<file path="config.mk">
export PLATFORM = sky130hd
export DESIGN_NAME = imm_ext_pipe_flat
export DESIGN_NICKNAME = d
export VERILOG_FILES = /design/src/rtl/imm_ext_pipe_if.sv /design/src/rtl/imm_ext_pipe.sv /design/src/flat_wrapper.sv
export SDC_FILE = /design/constraint.sdc
export NUM_CORES = 1
export LEC_CHECK = 0
export BUFFER_PORTS_ARGS = -buffer_cell sky130_fd_sc_hd__buf_4
export CAP_MARGIN = 10
export CELL_PAD_IN_SITES_DETAIL_PLACEMENT = 2
export CELL_PAD_IN_SITES_GLOBAL_PLACEMENT = 2
export CORE_AREA = 2 2 155 81
export CTS_CLUSTER_SIZE = 12
export DETAILED_ROUTE_END_ITERATION = 6
export DIE_AREA = 0 0 157 83
export GPL_ROUTABILITY_DRIVEN = 0
export PLACE_DENSITY_LB_ADDON = 0.1
export SYNTH_ARGS = -nofsm -noshare
export SYNTH_HDL_FRONTEND = slang
export SYNTH_SLANG_ARGS = --single-unit
</file>
<file path="constraint.sdc">
create_clock -name clk -period 2.4 [get_ports clk]
set_clock_uncertainty 0.05 [all_clocks]
set_input_delay 0.48 -clock clk [delete_from_list [all_inputs] [get_ports clk]]
set_output_delay 0.48 -clock clk [all_outputs]
set_load 0.01 [all_outputs]
</file>
<file path="src/rtl/imm_ext_pipe_if.sv">
// Handshake bundle for imm_ext_pipe: decode-side input beat, flush and the extended-immediate output.
// master = upstream/consumer side driving the unit, slave = the unit itself.
interface imm_ext_pipe_if #(
  parameter int XLEN = 32
);
  logic            flush;
  logic            in_valid;
  logic            in_ready;
  logic [31:0]     Instr;
  logic [2:0]      ImmSrc;
  logic            out_valid;
  logic            out_ready;
  logic [XLEN-1:0] ImmExt;
  logic            out_illegal;

  modport master (
    output flush, in_valid, Instr, ImmSrc, out_ready,
    input  in_ready, out_valid, ImmExt, out_illegal
  );

  modport slave (
    input  flush, in_valid, Instr, ImmSrc, out_ready,
    output in_ready, out_valid, ImmExt, out_illegal
  );
endinterface

</file>
<file path="src/rtl/imm_ext_pipe.sv">
// Registered RISC-V immediate extender with valid/ready output stage and optional skid entry.
// Define IMM_AUTODECODE_EN to derive the format from the opcode instead of ImmSrc.
module imm_ext_pipe #(
  parameter int XLEN      = 32,
  parameter bit SKID_EN_P = 1'b1
) (
  input logic          clk,
  input logic          reset,
  imm_ext_pipe_if.slave bus
);
  typedef enum logic [2:0] {
    FMT_I     = 3'd0,
    FMT_S     = 3'd1,
    FMT_B     = 3'd2,
    FMT_J     = 3'd3,
    FMT_U     = 3'd4,
    FMT_Z     = 3'd5,
    FMT_SHAMT = 3'd6,
    FMT_ILL   = 3'd7
  } fmt_e;

  fmt_e            w_fmt;
  logic [XLEN-1:0] w_imm;
  logic            w_ill;
  logic            w_in_ready;
  logic            w_accept;
  logic            w_main_free;

  logic            r_main_valid;
  logic [XLEN-1:0] r_main_imm;
  logic            r_main_ill;
  logic            r_skid_valid;
  logic [XLEN-1:0] r_skid_imm;
  logic            r_skid_ill;

`ifdef IMM_AUTODECODE_EN
  logic w_unused_src;
  assign w_unused_src = ^bus.ImmSrc;

  always_comb begin
    w_fmt = FMT_ILL;
    case (bus.Instr[6:0])
      7'b0010011: w_fmt = (bus.Instr[13:12] == 2'b01) ? FMT_SHAMT : FMT_I;
      7'b0000011,
      7'b1100111: w_fmt = FMT_I;
      7'b0100011: w_fmt = FMT_S;
      7'b1100011: w_fmt = FMT_B;
      7'b1101111: w_fmt = FMT_J;
      7'b0110111,
      7'b0010111: w_fmt = FMT_U;
      7'b1110011: w_fmt = bus.Instr[14] ? FMT_Z : FMT_I;
      default:    w_fmt = FMT_ILL;
    endcase
  end
`else
  logic w_unused_op;
  assign w_unused_op = ^bus.Instr[6:0];
  assign w_fmt       = fmt_e'(bus.ImmSrc);
`endif

  // Signed casts of the assembled fields give sign extension from Instr[31] to XLEN.
  always_comb begin
    w_imm = '0;
    w_ill = 1'b0;
    case (w_fmt)
      FMT_I:     w_imm = XLEN'($signed(bus.Instr[31:20]));
      FMT_S:     w_imm = XLEN'($signed({bus.Instr[31:25], bus.Instr[11:7]}));
      FMT_B:     w_imm = XLEN'($signed({bus.Instr[31], bus.Instr[7], bus.Instr[30:25],
                                        bus.Instr[11:8], 1'b0}));
      FMT_J:     w_imm = XLEN'($signed({bus.Instr[31], bus.Instr[19:12], bus.Instr[20],
                                        bus.Instr[30:21], 1'b0}));
      FMT_U:     w_imm = XLEN'($signed({bus.Instr[31:12], 12'b0}));
      FMT_Z:     w_imm = XLEN'(bus.Instr[19:15]);
      FMT_SHAMT: w_imm = (XLEN == 64) ? XLEN'(bus.Instr[25:20]) : XLEN'(bus.Instr[24:20]);
      default:   w_ill = 1'b1;
    endcase
  end

  // With the skid entry, in_ready is a pure register output so upstream never sees out_ready.
  assign w_in_ready  = SKID_EN_P ? !r_skid_valid : (!r_main_valid || bus.out_ready);
  assign w_accept    = bus.in_valid && w_in_ready && !bus.flush;
  assign w_main_free = !r_main_valid || bus.out_ready;

  always_ff @(posedge clk or posedge reset) begin
    if (reset) begin
      r_main_valid <= 1'b0;
      r_main_imm   <= '0;
      r_main_ill   <= 1'b0;
      r_skid_valid <= 1'b0;
      r_skid_imm   <= '0;
      r_skid_ill   <= 1'b0;
    end else if (bus.flush) begin
      r_main_valid <= 1'b0;
      r_skid_valid <= 1'b0;
    end else if (w_main_free) begin
      if (r_skid_valid) begin
        r_main_valid <= 1'b1;
        r_main_imm   <= r_skid_imm;
        r_main_ill   <= r_skid_ill;
        r_skid_valid <= 1'b0;
      end else begin
        r_main_valid <= w_accept;
        if (w_accept) begin
          r_main_imm <= w_imm;
          r_main_ill <= w_ill;
        end
      end
    end else if (w_accept && SKID_EN_P) begin
      r_skid_valid <= 1'b1;
      r_skid_imm   <= w_imm;
      r_skid_ill   <= w_ill;
    end
  end

  assign bus.in_ready    = w_in_ready;
  assign bus.out_valid   = r_main_valid;
  assign bus.ImmExt      = r_main_imm;
  assign bus.out_illegal = r_main_ill;
endmodule

</file>
<file path="src/flat_wrapper.sv">
// flat-port wrapper written by rule: the top's interface ports become plain ports
module imm_ext_pipe_flat 
#(
  parameter int XLEN      = 32,
  parameter bit SKID_EN_P = 1'b1
)
  (clk, reset, bus_flush, bus_in_valid, bus_Instr, bus_ImmSrc, bus_out_ready, bus_in_ready, bus_out_valid, bus_ImmExt, bus_out_illegal);
  imm_ext_pipe_if #(.XLEN(XLEN)) bus_i ();
  input logic clk;
  input logic reset;
  input wire logic [$bits(bus_i.flush)-1:0] bus_flush;
  input wire logic [$bits(bus_i.in_valid)-1:0] bus_in_valid;
  input wire logic [$bits(bus_i.Instr)-1:0] bus_Instr;
  input wire logic [$bits(bus_i.ImmSrc)-1:0] bus_ImmSrc;
  input wire logic [$bits(bus_i.out_ready)-1:0] bus_out_ready;
  output wire logic [$bits(bus_i.in_ready)-1:0] bus_in_ready;
  output wire logic [$bits(bus_i.out_valid)-1:0] bus_out_valid;
  output wire logic [$bits(bus_i.ImmExt)-1:0] bus_ImmExt;
  output wire logic [$bits(bus_i.out_illegal)-1:0] bus_out_illegal;
  assign bus_i.flush = bus_flush;
  assign bus_i.in_valid = bus_in_valid;
  assign bus_i.Instr = bus_Instr;
  assign bus_i.ImmSrc = bus_ImmSrc;
  assign bus_i.out_ready = bus_out_ready;
  assign bus_in_ready = bus_i.in_ready;
  assign bus_out_valid = bus_i.out_valid;
  assign bus_ImmExt = bus_i.ImmExt;
  assign bus_out_illegal = bus_i.out_illegal;
  imm_ext_pipe #(.XLEN(XLEN), .SKID_EN_P(SKID_EN_P)) u_core (.clk(clk), .reset(reset), .bus(bus_i));
endmodule
</file>
==> summary.md, run 1 <==
| Metric | Value |
|---|---|
| Status | finished clean |
| Overall Power | 3.42 mW |
| Num CTS Buffers | 9 |
| Initial Util | 29.6% |
| Gr usage total | 17.8% |
| Max-Cap Viols | 0 |
| Dpl hpwl | 7650 µm |
| GR Overflow Total | 0 |
| Post-cts gate resize count | 0 |
| Most common cell on crit path | buf_4 |
| Number of flops mapped to enable cells by yosys | 0 |
| Reg2reg setup slack | 0.75 ns |
| Vias per cell | 4.87 |
| Crit Path Class | register to primary output |
| WL/cell | 18.5 µm |
| Diodes inserted | 0 |
| Worst vdd ir | 0.000316 V |
| Die Width | 157 µm |
| WHS | 0.162 ns |
| Hold-fix buffers, CTS | 0 |
| Largest buffer count on any clock path | 2 |
| Register bit total from synthesis | 68 |
| DRT Wirelength | 10900 µm |
| Core box area | 11600 µm² |
| Most common cell after layout, fill and taps aside | buf_4 |
| Total number of vias | 2863 |
| Die Ht | 83 µm |
| Top FF cell, synth | dfrtp_1 |
| Tcrit/Tclk final | 74.8% |
| Layout cells sized above 1 | 30.0% |
| Commonest non-fill, non-tap cells in the layout | 77 x buf_4, 68 x dfrtp_1, 66 x nand2_1, 40 x o21ai_0, 30 x a21oi_1 |
| Synth Area per Inst | 9.50 µm² |
| CP Launch Type | register |
| Clock latency on the worst-skew pair | 0.33 ns |
| Tightest Pin Transition | 0.863 ns |
| Max FO, Critical Path | 15 |
| Share of flip-flops with an asynchronous set or reset | 100% |
| Mapped Cells | 361 |
| Fin crit period | 1.80 ns |
| Sequential area share after synthesis | 49.6% |
| Nets | 459 |
| Reg2reg start | u_core.bus.out_valid |
| First-pass GRT wire length | 17600 µm |
| Synth warn | 0 |
| P_leak | 1.93 nW |
| Crit end category | primary output |
| Antenna Nets Post-Route | 0 |
| Reg2Reg Depth | 4 |
| Final setup fails | 0 |
| Die footprint | 13000 µm² |
| # IOs | 75 |
| Slew Viols, Final | 0 |
| Worst Hold Class | input port to asynchronous set/reset pin |
| Syn-to-layout area delta | 27.0% |
| Synthesized Nets | 401 |
| Post-Syn Area | 3430 µm² |
| Setup Total Neg Slack | 0 ns |
| Root buffer cell | clkbuf_16 |
| DRT Pass-1 Iters | 4 |
| Place WS | 0.324 ns |
| Largest net degree at the start of global routing | 69 |
| Crit-path max cell delay | 0.40 ns |
| Register clock-pin slew on the reported worst setup and hold paths | 0.06 ns |
| Initial antenna violation count | 0 |
| Clock sink count | 68 |
| Crit Reg-Reg Endpoint | u_core.bus.ImmExt[0] |
| Cell Chain, Critical Path | buf_4, inv_1, buf_4 |
| Final setup margin | 0.604 ns |
| Iter 0 DRT Violations | 91 |
| Cell Rows | 28 |
| CP max-delay cell | dfrtp_1 |
| Fmax | 557 MHz |
| Pwr dens | 786 nW/µm² |
| CTS tree | done |
| RSZ-0062 raised after global routing | no |
| Crit path DAT | 1.27 ns |
| Slew headroom | 42.4% |
| CP startpoint | u_core.r_skid_valid |
| Final hold viol count | 0 |
| Vias in the first global route | 3105 |
| Layout filler cell count | 1279 |
| Number of remaining DRC errors | 0 |
| Cell variety after synth | 34 |
| Worst EP required | 1.87 ns |
| H-tree depth | 3 |
| Buffer count from post-CTS setup fixing | 0 |
| IO buf count | 67 |
per-stage QoR:
step	std cells	cell area [µm²]	util (%)
floorplan	361	3430	-
global placement	573	4070	35.1
detailed placement	573	4070	35.1
CTS	588	4350	37.5
global route	588	4350	37.5
finish	588	4350	37.5
state kept, by name, indices dropped and copies added, names as in the netlist:
name / count
u_core.bus.ImmExt: 32
u_core.r_skid_imm: 32
u_core.bus.out_illegal: 1
u_core.bus.out_valid: 1
u_core.r_skid_ill: 1
u_core.r_skid_valid: 1
where the power goes:
group          switching (mW)  internal, mW
Clock                   0.497         0.795
Combinational           0.349         0.315
Sequential              0.118          1.35
layout make-up:
class | count | area (µm²) | area share, %
Clock buffer | 10 | 229 | 5.26
Clock inverter | 5 | 53.8 | 1.24
Inverter | 2 | 7.51 | 0.172
Multi-Input combinational cell | 260 | 1560 | 35.8
Sequential cell | 68 | 1700 | 39.1
Tap cell | 165 | 206 | 4.74
Timing Repair Buffer | 78 | 598 | 13.7
cell families (layout without fill, tap and decap cells):
| group | count (synthesis) | count (layout) | share of synthesized area, % |
|---|---|---|---|
| AND/OR/NAND/NOR | 126 | 126 | 17.5 |
| buffers and inverters | 33 | 95 | 5.11 |
| XOR/XNOR | 1 | 1 | 0.803 |
| multiplexers | 30 | 30 | 9.64 |
| flip-flops | 68 | 68 | 49.6 |
| AO/OA/AOI/OAI | 103 | 103 | 17.3 |
synthesized netlist by cell type, types with 2 or more instances:
| master | count | area, µm² |
|---|---|---|
| nand2b_1 | 9 | 56.3 |
| mux2i_1 | 6 | 60.1 |
| buf_2 | 11 | 55.1 |
| nand3b_1 | 7 | 52.6 |
| a22oi_1 | 4 | 30.0 |
| nand3_1 | 21 | 105 |
| nor2_1 | 11 | 41.3 |
| nor2b_1 | 4 | 25.0 |
| clkbuf_1 | 10 | 37.5 |
| nand2_1 | 66 | 248 |
| inv_1 | 2 | 7.51 |
| o211ai_1 | 9 | 67.6 |
| a21oi_1 | 30 | 150 |
| mux2_2 | 24 | 270 |
| buf_4 | 8 | 60.1 |
| o21ai_1 | 12 | 60.1 |
| dfrtp_1 | 68 | 1700 |
| o21ai_0 | 40 | 200 |
| o211ai_2 | 4 | 50.1 |
worst max-delay path: cells and delay by family (launching register included):
kind | cells | cell delay (ns)
DFF | 1 | 0.40
buffers and inverters | 3 | 0.53
metal layers:
layer	wire length [µm]	track usage, %	vias up	part of all wire, %
met3	383	4.44	6	3.5
met4	62	3.75	0	0.57
met1	5840	26.9	1441	54
met2	4610	25.4	50	42
li1	-	-	1366	-
met5	0	0	-	0
worst max path at each step:
| stage | endpoint | slack, ns | cells after the start |
|---|---|---|---|
| floorplan | u_core.bus.ImmExt[0] | 0.16 | 1 |
| global placement | u_core.bus.ImmExt[27] | 0.38 | 5 |
| detailed placement | u_core.bus.ImmExt[28] | 0.32 | 5 |
| CTS | bus_in_ready | 0.58 | 3 |
| global route | u_core.bus.ImmExt[28] | 0.52 | 5 |
| finish | bus_in_ready | 0.60 | 3 |
Note: power is estimated with default switching activity, not from simulation.
==> inputs of run 2 (changes only) <==
--- a/config.mk
+++ b/config.mk
@@ -9,10 +9,10 @@
 export CAP_MARGIN = 10
 export CELL_PAD_IN_SITES_DETAIL_PLACEMENT = 2
 export CELL_PAD_IN_SITES_GLOBAL_PLACEMENT = 2
-export CORE_AREA = 2 2 155 81
+export CORE_AREA = 2 2 148 78
 export CTS_CLUSTER_SIZE = 12
 export DETAILED_ROUTE_END_ITERATION = 6
-export DIE_AREA = 0 0 157 83
+export DIE_AREA = 0 0 150 80
 export GPL_ROUTABILITY_DRIVEN = 0
 export PLACE_DENSITY_LB_ADDON = 0.1
 export SYNTH_ARGS = -nofsm -noshare
==> constraint.sdc (replaced) <==
create_clock -name clk -period 1.7 [get_ports clk]
set_clock_uncertainty 0.05 [all_clocks]
set_input_delay 0.34 -clock clk [delete_from_list [all_inputs] [get_ports clk]]
set_output_delay 0.34 -clock clk [all_outputs]
set_load 0.01 [all_outputs]
==> run 2 against run 1 <==
Against the previous run:
- cell count down 2.0%
- sequential share of layout area down 0.99 points
- via count up 1.3%
- register-to-register slack worse by 0.64 ns
==> summary.md, run 2 (synthesis gave the netlist of run 1 again) <==
| Metric | Value |
|---|---|
| Syn-to-layout area delta | 30.3% |
| Vias in the first global route | 3195 (+2.9%) |
| Max-Cap Viols | 0 (unchanged) |
| Vias per cell | 5.03 (+3.4%) |
| Clock sink count | 68 (unchanged) |
| DRT Pass-1 Iters | 6 (+2) |
| Place WS | -0.263 ns (-0.587 ns) |
| Antenna Nets Post-Route | 0 (unchanged) |
| Die Ht | 80 µm (-3.6%) |
| Max FO, Critical Path | 13 (-2) |
| Setup Total Neg Slack | 0 ns (unchanged) |
| Commonest non-fill, non-tap cells in the layout | 78 x buf_4, 68 x dfrtp_1, 66 x nand2_1, 40 x o21ai_0, 30 x a21oi_1 |
| GR Overflow Total | 0 (unchanged) |
| Overall Power | 4.73 mW (+38%) |
| Dpl hpwl | 7820 µm (+2.2%) |
| Final setup fails | 0 (unchanged) |
| # IOs | 75 (unchanged) |
| P_leak | 1.99 nW (+2.9%) |
| CP Launch Type | register |
| Gr usage total | 19.7% (+1.9 points) |
| Layout cells sized above 1 | 31.1% (+1.1 points) |
| Final core occ | 41.8% (+4.3 points) |
| H-tree depth | 3 (unchanged) |
| Total number of vias | 2900 (+1.3%) |
| Crit end category | primary output |
| Pwr dens | 1060 nW/µm² (+35%) |
| DRT Wirelength | 10800 µm (-1.2%) |
| RSZ-0062 raised after global routing | no |
| Worst Hold Class | input port to register |
| Nets | 468 (+2.0%) |
| Slew Viols, Final | 0 (unchanged) |
| Number of remaining DRC errors | 0 (unchanged) |
| Multi-input gate area | 1570 µm² (+0.56%) |
| Largest buffer count on any clock path | 2 (unchanged) |
| Storage element area | 1700 µm² (unchanged) |
| WHS | 0.165 ns (+0.00358 ns) |
| IO buf count | 67 (unchanged) |
| Register clock-pin slew on the reported worst setup and hold paths | 0.05 ns (about the same) |
| Worst EP required | 1.31 ns (-0.56 ns) |
| Num CTS Buffers | 9 (unchanged) |
| Most common cell after layout, fill and taps aside | buf_4 |
| Buffer count from post-CTS setup fixing | 0 (unchanged) |
| Crit path DAT | 1.22 ns (-0.05 ns) |
| WL/cell | 18.7 µm (+0.85%) |
| Initial Util | 32.1% (+2.6 points) |
| Largest net degree at the start of global routing | 59 (-14%) |
| Iter 0 DRT Violations | 72 (-21%) |
| Core box area | 10700 µm² (-7.9%) |
| Diodes inserted | 0 (unchanged) |
| Root buffer cell | clkbuf_16 |
| Tcrit/Tclk final | 94.4% |
| Final setup margin | 0.0947 ns (-0.510 ns) |
| Crit Path Class | register to primary output |
| Layout filler cell count | 1198 (-6.3%) |
| Die Width | 150 µm (-4.5%) |
| Clock latency on the worst-skew pair | 0.33 ns (about the same) |
| Cell Rows | 27 (-3.6%) |
| Fin crit period | 1.61 ns |
| Final hold viol count | 0 (unchanged) |
| Status | finished clean |
| Initial antenna violation count | 0 (unchanged) |
| CTS tree | done |
| First-pass GRT wire length | 17500 µm (-0.66%) |
| Fmax | 623 MHz |
| Tightest Pin Transition | 0.600 ns (-0.262 ns) |
| Worst vdd ir | 0.000511 V (+61%) |
| Slew headroom | 59.9% (+18 points) |
| Die footprint | 12000 µm² (-7.9%) |
run 2: cell count changes in the layout (fill, tap and decap cells not counted), sizes merged:
cell,previous run,this run
buf,78,86
bufinv,1,0
clkbuf,10,12
clkinv,4,1
clkinvlp,0,2
dlygate4sd3,0,1
inv,2,1
run 2: final timing paths:
check                      slack (ns)                    end  cells after the start             startpoint
hold reg to reg                  0.43  u_core.r_skid_imm[10]                      2  u_core.r_skid_imm[10]
min in group asynchronous        0.48   u_core.bus.ImmExt[2]                      3                  reset
setup reg to reg                 0.11  u_core.bus.ImmExt[30]                      4   u_core.bus.out_valid
max in group asynchronous        0.51   u_core.bus.ImmExt[9]                      4                  reset
setup / recovery                 0.09           bus_in_ready                      3    u_core.r_skid_valid
hold / removal                   0.17   u_core.bus.out_valid                      2              bus_flush
run 2: final cells by class:
cell class                      count  area share [%]
Clock buffer                       12            5.52
Timing Repair Buffer               87            16.7
Clock inverter                      2           0.280
Inverter                            2           0.252
Sequential cell                    68            38.1
Tap cell                          145            4.06
Multi-Input combinational cell    260            35.1
run 2: stage by stage:
step / cell area [µm²] / cells
floorplan: 3430 / 361
global placement: 4180 / 561
detailed placement: 4180 / 561
CTS: 4450 / 576
global route: 4470 / 576
finish: 4470 / 576
run 2: power by group:
group          internal (mW)  switching (mW)
clock network           1.01           0.678
registers               1.90           0.168
logic                  0.477           0.498
total                   3.39            1.34
run 2: routing by layer:
| metal | up-vias | share of wire, % | GRT usage (%) |
|---|---|---|---|
| met3 | 8 | 3.1 | 5.14 |
| met1 | 1462 | 53 | 28.5 |
| li1 | 1389 | - | - |
| met4 | 0 | 0.85 | 5.09 |
| met5 | - | 0 | 0 |
| met2 | 41 | 43 | 28.9 |
run 2: worst max-delay path: stages (launching register included):
cell and delay (ns):
dfrtp_1 0.45, buf_6 0.19, inv_1 0.09, buf_4 0.15
run 2: what timing repair did:
action                                  4_1_cts  5_1_grt
endpoints found under the hold margin        10        0
hold buffers                                  1        0
resized for setup                             0        3
endpoints found under the setup margin        0       11
